### src/rtl/div_if.sv
// div_if: start/done handshake and operand/result bundle for the shift-subtract divider
interface div_if #(
  parameter int DIVIDEND_W = 16,
  parameter int DIVISOR_W = 8
);
  logic start;
  logic [DIVIDEND_W-1:0] dividend;
  logic [DIVISOR_W-1:0] divisor;
  logic busy;
  logic done;
  logic [DIVIDEND_W-1:0] quotient;
  logic [DIVISOR_W-1:0] remainder;
  logic div_by_zero;
  modport master (
    output start, dividend, divisor,
    input busy, done, quotient, remainder, div_by_zero
  );
  modport slave (
    input start, dividend, divisor,
    output busy, done, quotient, remainder, div_by_zero
  );
endinterface

### src/rtl/shift_subtract_divider.sv
// shift_subtract_divider: sequential unsigned restoring divider, one quotient bit per clock
module shift_subtract_divider #(
  parameter int DIVIDEND_W = 16,
  parameter int DIVISOR_W = 8
) (
  input logic clk,
  input logic rst,
  div_if.slave d
);
  localparam int CW = $clog2(DIVIDEND_W + 1);
  localparam logic [1:0] IDLE = 2'd0;
  localparam logic [1:0] RUN = 2'd1;
  localparam logic [1:0] DONE = 2'd2;
  logic [1:0] state;
  logic [CW-1:0] cnt;
  logic [DIVISOR_W:0] pr;
  logic [DIVIDEND_W-1:0] sr;
  logic [DIVISOR_W-1:0] dv;
  logic [DIVISOR_W+1:0] sh;
  logic [DIVISOR_W:0] nx;
  logic ge;
  // the extra partial-remainder bit keeps divisors >= 2^(DIVISOR_W-1) from overflowing
  assign sh = {pr, sr[DIVIDEND_W-1]};
  assign ge = sh >= (DIVISOR_W+2)'(dv);
  assign nx = (DIVISOR_W+1)'(ge ? sh - (DIVISOR_W+2)'(dv) : sh);
  assign d.busy = state == RUN;
  assign d.done = state == DONE;
  always_ff @(posedge clk) begin
    if (rst) begin
      state <= IDLE;
      cnt <= '0;
      pr <= '0;
      sr <= '0;
      dv <= '0;
      d.quotient <= '0;
      d.remainder <= '0;
      d.div_by_zero <= 1'b0;
    end else if (state != RUN && d.start) begin
      sr <= d.dividend;
      dv <= d.divisor;
      pr <= '0;
      cnt <= CW'(DIVIDEND_W - 1);
      if (d.divisor == '0) begin
        state <= DONE;
        d.quotient <= '1;
        d.remainder <= '0;
        d.div_by_zero <= 1'b1;
      end else begin
        state <= RUN;
      end
    end else if (state == RUN) begin
      pr <= nx;
      sr <= {sr[DIVIDEND_W-2:0], ge};
      cnt <= cnt - CW'(1);
      if (cnt == '0) begin
        state <= DONE;
        d.quotient <= {sr[DIVIDEND_W-2:0], ge};
        d.remainder <= nx[DIVISOR_W-1:0];
        d.div_by_zero <= 1'b0;
      end
    end else begin
      state <= IDLE;
    end
  end
endmodule

### src/flat_wrapper.sv
// flat-port wrapper written by rule: the top's interface ports become plain ports
module shift_subtract_divider_flat 
#(
  parameter int DIVIDEND_W = 16,
  parameter int DIVISOR_W = 8
)
  (clk, rst, d_start, d_dividend, d_divisor, d_busy, d_done, d_quotient, d_remainder, d_div_by_zero);
  div_if #(.DIVIDEND_W(DIVIDEND_W), .DIVISOR_W(DIVISOR_W)) d_i ();
  input logic clk;
  input logic rst;
  input wire logic [$bits(d_i.start)-1:0] d_start;
  input wire logic [$bits(d_i.dividend)-1:0] d_dividend;
  input wire logic [$bits(d_i.divisor)-1:0] d_divisor;
  output wire logic [$bits(d_i.busy)-1:0] d_busy;
  output wire logic [$bits(d_i.done)-1:0] d_done;
  output wire logic [$bits(d_i.quotient)-1:0] d_quotient;
  output wire logic [$bits(d_i.remainder)-1:0] d_remainder;
  output wire logic [$bits(d_i.div_by_zero)-1:0] d_div_by_zero;
  assign d_i.start = d_start;
  assign d_i.dividend = d_dividend;
  assign d_i.divisor = d_divisor;
  assign d_busy = d_i.busy;
  assign d_done = d_i.done;
  assign d_quotient = d_i.quotient;
  assign d_remainder = d_i.remainder;
  assign d_div_by_zero = d_i.div_by_zero;
  shift_subtract_divider #(.DIVIDEND_W(DIVIDEND_W), .DIVISOR_W(DIVISOR_W)) u_core (.clk(clk), .rst(rst), .d(d_i));
endmodule
### config.mk
export PLATFORM = sky130hd
export DESIGN_NAME = shift_subtract_divider_flat
export DESIGN_NICKNAME = d
export VERILOG_FILES = /design/src/rtl/div_if.sv /design/src/rtl/shift_subtract_divider.sv /design/src/flat_wrapper.sv
export SDC_FILE = /design/constraint.sdc
export NUM_CORES = 1
export LEC_CHECK = 0
export ABC_AREA = 1
export BUFFER_PORTS_ARGS = -buffer_cell sky130_fd_sc_hd__buf_2
export CAP_MARGIN = 25
export CORE_MARGIN = 1.5
export CORE_UTILIZATION = 49
export CTS_CLUSTER_SIZE = 20
export DETAILED_ROUTE_END_ITERATION = 6
export PLACE_DENSITY = 0.69
export SETUP_SLACK_MARGIN = 0.3
export SLEW_MARGIN = 20
export SYNTH_ARGS = -nofsm -noshare
export SYNTH_HDL_FRONTEND = slang
export SYNTH_SLANG_ARGS = --single-unit
export TNS_END_PERCENT = 20
### constraint.sdc
create_clock -name clk -period 2.45 [get_ports clk]
set_input_delay 0.1225 -clock clk [delete_from_list [all_inputs] [get_ports clk]]
set_output_delay 0.1225 -clock clk [all_outputs]
set_load 0.1 [all_outputs]
==> metrics, run 1 <==
status=complete, no violations; TNS Setup=0 ns; Flop pwr share=0.371; final WL=~7500 µm; Slew Viols, Final=0; DPL Wire Length=~5400 µm; via count=~3000; Remaining DRCs=0; CP max stage cell=fa_1; # setup viols final=0; Core ar.=between 6000 and 7000 µm²; CTS tree=built; First-pass DRT Iterations=5; crit path capture type=flop; H-tree depth=3; Final ANT Viol Nets=0; Achievable Freq=~500 MHz; Mean Syn Cell Area=just over 7 µm²; CP Class=flop to flop; critical path data arrival time=2.33 ns; CTS Buf Count=9; Hold WC Path Type=input pin to flop; Gates resized, CTS repair=0; Psw=roughly 1.2 mW; clock share of power=0.329; Mapped Nets=around 500; crit path time final=2.06 ns; distinct cell type count after synthesis=36; DRT iter0 DRCs=approximately 150; global route overflow=0; placement row count=29; GPL Wtd Cong=0.937; share of layout cells above drive strength 1=0.186; Final Hold Viols=0; post-CTS setup repair buffer count=0; synthesized flop and latch total=65; switching part of the total=0.367; most frequent cells in the layout=nand2_1 (104), inv_1 (83), dfxtp_1 (65), buf_2 (53), a21oi_1 (39); Final nets=543; Via density=5.12; synthesis-to-finish area growth=17.4%; sequential share of the synthesized area=0.408; pin count of the biggest net entering global routing=30; final worst-path cycle share=0.839; P_leak=approximately 2.0 nW; internal power=between 2 and 2.5 mW; initial antenna violation count=0; final worst slack=0.394 ns; PD cells=between 800 and 900 nW/µm²; Mapped Cells=452; global-route wire length before repair=roughly 13000 µm; initial core utilization=0.506; startpoint type of the worst setup path=flop; RSZ-0062 raised after global routing=true; Fill cells=~620; Root Buffer Master=clkbuf_8; cell accounting for the most synthesized area=dfxtp_1; peak supply drop=roughly 0.00046 V; Worst path most repeated cell=nand2_1; Cell Area, Synth=3190 µm²; Slew Limit Headroom=0.462; Total GRT Usage=0.224; critical path's largest stage delay=roughly 0.44 ns; CTS Buffer Depth=2; leading cell type in the layout, fill and taps excluded=nand2_1; Slew @ Worst Pin=about 0.81 ns; max-cap violation count=0; clock sinks=65; Placement Setup Slack=0.418 ns; Die Y=approximately 84 µm; Comb power frac=0.300; YS warnings=0; CP required=between 2 and 3 ns; routed len/inst=around 13 µm; Die Width=between 80 and 90 µm; vias in the first global route=between 2000 and 3000; clk slew on worst S/H paths=0.08 ns; io pins=54; PortBufs=53; Die ar.=7010 µm²; Fin Clk Skew=roughly 0.0085 ns; hold_buf cts=0; Ant. Diodes=0; CP Max Fanout=9; insertion delay to the later sink of the worst-skew pair=~0.34 ns; crit-path cells=inv_1, ha_1, inv_1, fa_1, nand3_2, nand3_2, nand2_2, nand2_4, nor2_8, nand2_1, nand2_1, nand2_1, a21oi_1; top cells by area, synth=dfxtp_1 (41%), nand2_1 (12%), inv_1 (9.8%), a21oi_1 (6.1%), o21ai_0 (5.5%); share of the synthesized area in the top cell type=0.408
-- sequential cells by signal, indices dropped and copies added, names as in the netlist --
signal / cells
u_core.pr: 9
u_core.d.quotient: 16
u_core.d.remainder: 8
u_core.state: 2
u_core.sr: 16
u_core.dv: 8
u_core.d.div_by_zero: 1
u_core.cnt: 5
-- cell families (layout without fill, tap and decap cells) --
group	Yosys count	in the layout	share of synthesized area
adder cells (fa/ha/maj)	11	11	0.0455
AND/OR/NAND/NOR	171	171	0.234
flip-flops	65	65	0.408
AO/OA/AOI/OAI	99	99	0.178
buffers and inverters	103	161	0.127
XOR/XNOR	3	3	0.00823
-- through the flow --
step	hold slack (ns)	total power, mW	cells	cell area (µm²)	utilization
global route	0.0283	3.36	587	3750	0.594
detailed placement	0.381	2.15	571	3510	0.557
global placement	0.358	2.13	571	3510	0.557
finish	0.0252	3.19	587	3750	0.594
CTS	0.0234	3.19	587	3740	0.593
floorplan	0.257	1.96	452	3190	-
-- worst paths after layout --
kind	startpoint	end	slack, ns	cells past startpoint
setup reg to reg	u_core.sr[15]$_SDFFE_PP0P_	u_core.d.remainder[4]$_SDFFE_PP0P_	0.39	13
hold reg to reg	u_core.d.quotient[14]$_SDFFE_PP0P_	u_core.d.quotient[14]$_SDFFE_PP0P_	0.46	2
setup / recovery	u_core.sr[15]$_SDFFE_PP0P_	u_core.d.remainder[4]$_SDFFE_PP0P_	0.39	13
hold / removal	d_dividend[11]	u_core.sr[11]$_SDFFE_PP0P_	0.03	3
-- power by group through the flow --
stage | sequential, mW | combinational (mW) | clock, mW
floorplan | 1.37 | 0.585 | 0
global placement | 1.20 | 0.925 | 0
detailed placement | 1.21 | 0.941 | 0
CTS | 1.18 | 0.945 | 1.06
global route | 1.19 | 1.05 | 1.11
finish | 1.18 | 0.955 | 1.05
-- critical path, delay by kind of cell, from the launching register on --
kind | cells | cell delay (ns)
adders and majority gates | 2 | 0.59
DFF | 1 | 0.30
buffers and inverters | 2 | 0.17
AOI/OAI and AO/OA | 1 | 0.13
and+or+nand+nor | 8 | 0.80
-- final cells by class --
| type | count | area (µm²) | area share |
|---|---|---|---|
| clock inverters | 6 | 90.1 | 0.0240 |
| flip-flops and latches | 65 | 1300 | 0.347 |
| well taps | 77 | 96.3 | 0.0257 |
| clock buffers | 10 | 138 | 0.0367 |
| multi-input cells | 284 | 1500 | 0.399 |
| inverters | 87 | 327 | 0.0871 |
| repair buffers | 58 | 303 | 0.0807 |
-- cells in the mapped netlist, drive strengths merged --
library cell  number
nor2              35
clkbuf             9
nand3             14
buf                7
o211ai             2
a221oi             1
o21ai             38
o22ai              2
or2                2
o221ai             6
a211oi             3
nand4              5
dfxtp             65
inv               87
a21oi             41
xor2               3
fa                 1
nor4               1
a21o               2
ha                10
nor3               2
a31oi              4
nand2            112
-- metal layers --
metal / vias up / part of all wire / GRT usage
met5: - / 0 / 0
met4: 0 / 0.016 / 0.0849
met3: 13 / 0.054 / 0.0406
met2: 91 / 0.46 / 0.359
met1: 1360 / 0.47 / 0.301
li1: 1539 / - / -
Note: power is estimated with default switching activity, not from simulation.
==> run 2: changes to the inputs <==
==> constraint.sdc (replaced) <==
create_clock -name clk -period 1.95 [get_ports clk]
set_input_delay 0.0975 -clock clk [delete_from_list [all_inputs] [get_ports clk]]
set_output_delay 0.0975 -clock clk [all_outputs]
set_load 0.1 [all_outputs]
==> metrics, run 2 (same netlist as run 1, synthesis figures left out) <==
critical path data arrival time=~1.7 ns; placement row count=29; max-cap violation count=0; startpoint type of the worst setup path=flop; Final Cell Area=a little under 4000 µm²; global-route wire length before repair=between 10000 and 15000 µm; final WL=between 7000 and 8000 µm; Ant. Diodes=0; Core ar.=6310 µm²; GPL Wtd Cong=roughly 0.87; post-route insts no fill=between 500 and 600; crit path time final=between 1.5 and 2 ns; Final Hold Viols=0; clock sinks=65; Slew Limit Headroom=0.673; Slew @ Worst Pin=roughly 0.5 ns; Die Y=approximately 84 µm; Hold WC Path Type=input pin to flop; insertion delay to the later sink of the worst-skew pair=between 0.3 and 0.4 ns; peak supply drop=approximately 0.00055 V; global route overflow=0; initial core utilization=0.506; Achievable Freq=roughly 550 MHz; Final nets=between 500 and 600; vias in the first global route=between 2000 and 3000; biggest regs=u_core.d.quotient: 16 flops, u_core.sr: 16 flops, u_core.pr: 9 flops; Remaining DRCs=0; status=complete, no violations; CTS Buffer Depth=2; final worst-path cycle share=0.936; CP Class=flop to output pin; leading cell type in the layout, fill and taps excluded=nand2_1; Comb power frac=0.352; most frequent cells in the layout=nand2_1 (96), inv_1 (81), dfxtp_1 (64), buf_2 (53), a21oi_1 (38); Cell Area, Placed=3580 µm²; Slew Viols, Final=0; Total GRT Usage=0.235; CP Max Fanout=14; Flop pwr share=0.386; initial antenna violation count=0; P_leak=slightly above 2 nW; final core occ=0.613; final worst slack=0.125 ns; Final ANT Viol Nets=0; pin count of the biggest net entering global routing=22; Die Width=83.7 µm; clock share of power=0.262; H-tree depth=3; io pins=between 50 and 60; Psw=~1.5 mW; switching part of the total=0.389; Fin Clk Skew=~0.0084 ns; clk slew on worst S/H paths=around 0.070 ns; PortBufs=53; TNS Setup=0 ns; PD cells=roughly 1000 nW/µm²; synthesis-to-finish area growth=21.2%; # setup viols final=0; CTS Buf Count=9; DP Cell Count=about 580; CP required=between 1.5 and 2 ns; RSZ-0062 raised after global routing=true; crit path capture type=output pin; internal power=between 2 and 2.5 mW; DPL Wire Length=roughly 5600 µm; Die ar.=about 7000 µm²; Placement Setup Slack=between 0.07 and 0.08 ns; DRT iter0 DRCs=about 110; CTS tree=built; First-pass DRT Iterations=4; Root Buffer Master=clkbuf_8; share of layout cells above drive strength 1=0.232; routed len/inst=12.9 µm; Via density=a little over 5; via count=3048
run 2: repair_timing:
action,in CTS,in global routing
hold endpoints to repair,1,0
hold buffers,1,0
cloned,1,0
setup endpoints to repair,18,27
resized for setup,1,9
pin swaps,3,8
buffers inserted,2,4
run 2: worst paths after layout:
| kind | from | end | slack [ns] | cells after the start |
|---|---|---|---|---|
| setup reg to reg | u_core.sr[15]$_SDFFE_PP0P_ | u_core.pr[2]$_SDFFE_PP0P_ | 0.13 | 12 |
| hold reg to reg | u_core.d.remainder[7]$_SDFFE_PP0P_ | u_core.d.remainder[7]$_SDFFE_PP0P_ | 0.47 | 2 |
| hold / removal | d_divisor[0] | u_core.dv[0]$_SDFFE_PP0P_ | 0.04 | 3 |
| setup / recovery | u_core.state[1]$_SDFFE_PP0P_ | d_busy | 0.13 | 5 |
run 2: per-layer routing:
| metal | vias to the layer above | wire length (µm) | global-route usage |
|---|---|---|---|
| met1 | 1394 | 3580 | 0.308 |
| met4 | 0 | 170 | 0.0894 |
| met2 | 77 | 3610 | 0.378 |
| li1 | 1561 | - | - |
| met5 | - | 0 | 0 |
| met3 | 16 | 340 | 0.0544 |
run 2: metrics by stage:
stage / power, mW / hold slack [ns]
after global routing: 4.09 / 0.0516
final: 3.86 / 0.0394
after global placement: 2.72 / 0.343
after detailed placement: 2.74 / 0.354
after floorplan: 2.50 / 0.232
after CTS: 3.79 / 0.0304
run 2: layout make-up:
type	instances	area, µm²
flip-flops and latches	65	1300
clock inverters	4	30.0
multi-input cells	285	1590
clock buffers	11	141
repair buffers	69	388
fillers	607	2440
inverters	87	327
well taps	77	96.3
run 2: critical path, cell delays in order (launching register included):
cell and delay [ns]:
dfxtp_1 0.32, inv_1 0.08, nand2_2 0.12, inv_2 0.16
buf_4 0.24, buf_2 0.46
run 2: power by group through the flow:
stage | clock network, mW | registers [mW] | logic, mW
floorplan | 0 | 1.73 | 0.770
global placement | 0 | 1.51 | 1.21
detailed placement | 0 | 1.52 | 1.23
CTS | 1.04 | 1.49 | 1.26
global route | 1.09 | 1.50 | 1.50
finish | 1.01 | 1.49 | 1.36
==> run 3: changes to the inputs <==
--- a/config.mk
+++ b/config.mk
@@ -6,13 +6,13 @@
 export NUM_CORES = 1
 export LEC_CHECK = 0
 export ABC_AREA = 1
-export BUFFER_PORTS_ARGS = -buffer_cell sky130_fd_sc_hd__buf_2
+export BUFFER_PORTS_ARGS = -buffer_cell sky130_fd_sc_hd__buf_4
 export CAP_MARGIN = 25
 export CORE_MARGIN = 1.5
 export CORE_UTILIZATION = 49
 export CTS_CLUSTER_SIZE = 20
 export DETAILED_ROUTE_END_ITERATION = 6
-export PLACE_DENSITY = 0.69
+export PLACE_DENSITY = 0.74
 export SETUP_SLACK_MARGIN = 0.3
 export SLEW_MARGIN = 20
 export SYNTH_ARGS = -nofsm -noshare
==> metrics, run 3 (same netlist as run 1, synthesis figures left out) <==
initial core utilization=0.506; CTS Buffer Depth=2; peak supply drop=0.000589 V; GPL Wtd Cong=0.900; Die ar.=about 7000 µm²; CP Class=flop to flop; Remaining DRCs=0; DRT iter0 DRCs=around 210; CTS Buf Count=9; Placement Setup Slack=~0.052 ns; Slew @ Worst Pin=between 0.3 and 0.4 ns; max-cap violation count=0; post-route insts no fill=about 600; Ant. Diodes=0; Final ANT Viol Nets=0; insertion delay to the later sink of the worst-skew pair=around 0.34 ns; synthesis-to-finish area growth=28.7%; worst hold slack=roughly 0.033 ns; pin count of the biggest net entering global routing=25; Via density=about 5.1; leading cell type in the layout, fill and taps excluded=nand2_1; Achievable Freq=542 MHz; Total GRT Usage=0.239; Hold WC Path Type=input pin to flop; Slew Viols, Final=0; Fill cells=between 500 and 600; startpoint type of the worst setup path=flop; initial antenna violation count=0; io pins=54; final worst-path cycle share=0.946; routed len/inst=~13 µm; CP required=roughly 2.2 ns; biggest regs=u_core.d.quotient: 16 flops, u_core.sr: 16 flops, u_core.pr: 9 flops; Power, Total=around 4.3 mW; DP Cell Count=about 580; P_leak=around 2.1 nW; # setup viols final=0; Root Buffer Master=clkbuf_8; PD cells=around 1100 nW/µm²; clock sinks=65; crit path time final=approximately 1.8 ns; most frequent cells in the layout=nand2_1 (98), inv_1 (81), buf_4 (73), dfxtp_1 (62), a21oi_1 (38); via count=3090; Fin Clk Skew=about 0.0078 ns; Slew Limit Headroom=0.743; clk slew on worst S/H paths=roughly 0.080 ns; Final nets=560; status=complete, no violations; crit path capture type=flop; global route overflow=0; PortBufs=53; final worst slack=0.105 ns; placement row count=29; H-tree depth=3; First-pass DRT Iterations=4; final WL=a little under 8000 µm; critical path data arrival time=2.09 ns; RSZ-0062 raised after global routing=true; DPL Wire Length=5660 µm; Final Hold Viols=0; global-route wire length before repair=roughly 13000 µm; CP Max Fanout=6; vias in the first global route=slightly below 3000; CTS tree=built; share of layout cells above drive strength 1=0.241; Core ar.=6310 µm²; Die Y=around 84 µm; Die Width=~84 µm
## run 3: per-stage QoR
| stage | instance area, µm² | TNS [ns] | utilization |
|---|---|---|---|
| 4_1_cts | 4050 | 0 | 0.642 |
| 3_3_place_gp | 3720 | 0 | 0.590 |
| 5_1_grt | 4110 | -0.00778 | 0.651 |
| 6_report | 4110 | 0 | 0.651 |
| 3_5_place_dp | 3720 | 0 | 0.590 |
| 2_1_floorplan | 3230 | 0 | - |
## run 3: critical path, cell delays in order (launching register included)
cell	delay, ns
dfxtp_2	0.32
inv_2	0.06
ha_4	0.12
inv_2	0.04
fa_2	0.34
nand3_2	0.09
nand3_4	0.08
nand2_4	0.11
nand2_4	0.07
nor2_8	0.13
buf_6	0.14
nand2_2	0.05
nand2_1	0.06
nand2_1	0.05
nand2_1	0.05
inv_1	0.03
## run 3: worst paths after layout
path / start / end / slack (ns) / cells past startpoint
worst max-delay path: u_core.sr[15]$_SDFFE_PP0P_ / u_core.pr[7]$_SDFFE_PP0P_ / 0.10 / 15
worst min-delay path: d_divisor[0] / u_core.dv[0]$_SDFFE_PP0P_ / 0.03 / 3
worst max register to register: u_core.sr[15]$_SDFFE_PP0P_ / u_core.pr[7]$_SDFFE_PP0P_ / 0.10 / 15
worst min register to register: u_core.d.remainder[1]$_SDFFE_PP0P_ / u_core.d.remainder[1]$_SDFFE_PP0P_ / 0.47 / 2
## run 3: layout make-up
class / instances / area, µm² / share of cell area
clock buffer: 10 / 128 / 0.0311
clock inverter: 6 / 115 / 0.0280
inverter: 87 / 327 / 0.0795
multi-input combinational: 284 / 1570 / 0.382
sequential: 65 / 1310 / 0.318
tap: 77 / 96.3 / 0.0234
timing repair buffer: 75 / 569 / 0.139
## run 3: routing by layer
layer | vias up | share of wire | track usage
met4 | 0 | 0.024 | 0.106
met5 | - | 0 | 0
li1 | 1572 | - | -
met1 | 1407 | 0.45 | 0.312
met3 | 16 | 0.056 | 0.0475
met2 | 95 | 0.47 | 0.386
## run 3: what timing repair did
| item | in CTS | in global routing |
|---|---|---|
| hold endpoints to repair | 1 | 0 |
| setup endpoints to repair | 18 | 19 |
| buffers inserted | 7 | 4 |
| hold buffers | 1 | 0 |
| resized for setup | 8 | 4 |
| pin swaps | 6 | 4 |
## run 3: power breakdown
part	switching [mW]	total (mW)	internal [mW]
logic	0.913	1.42	0.510
clock network	0.546	1.40	0.856
registers	0.0608	1.49	1.43
total	1.52	4.32	2.80
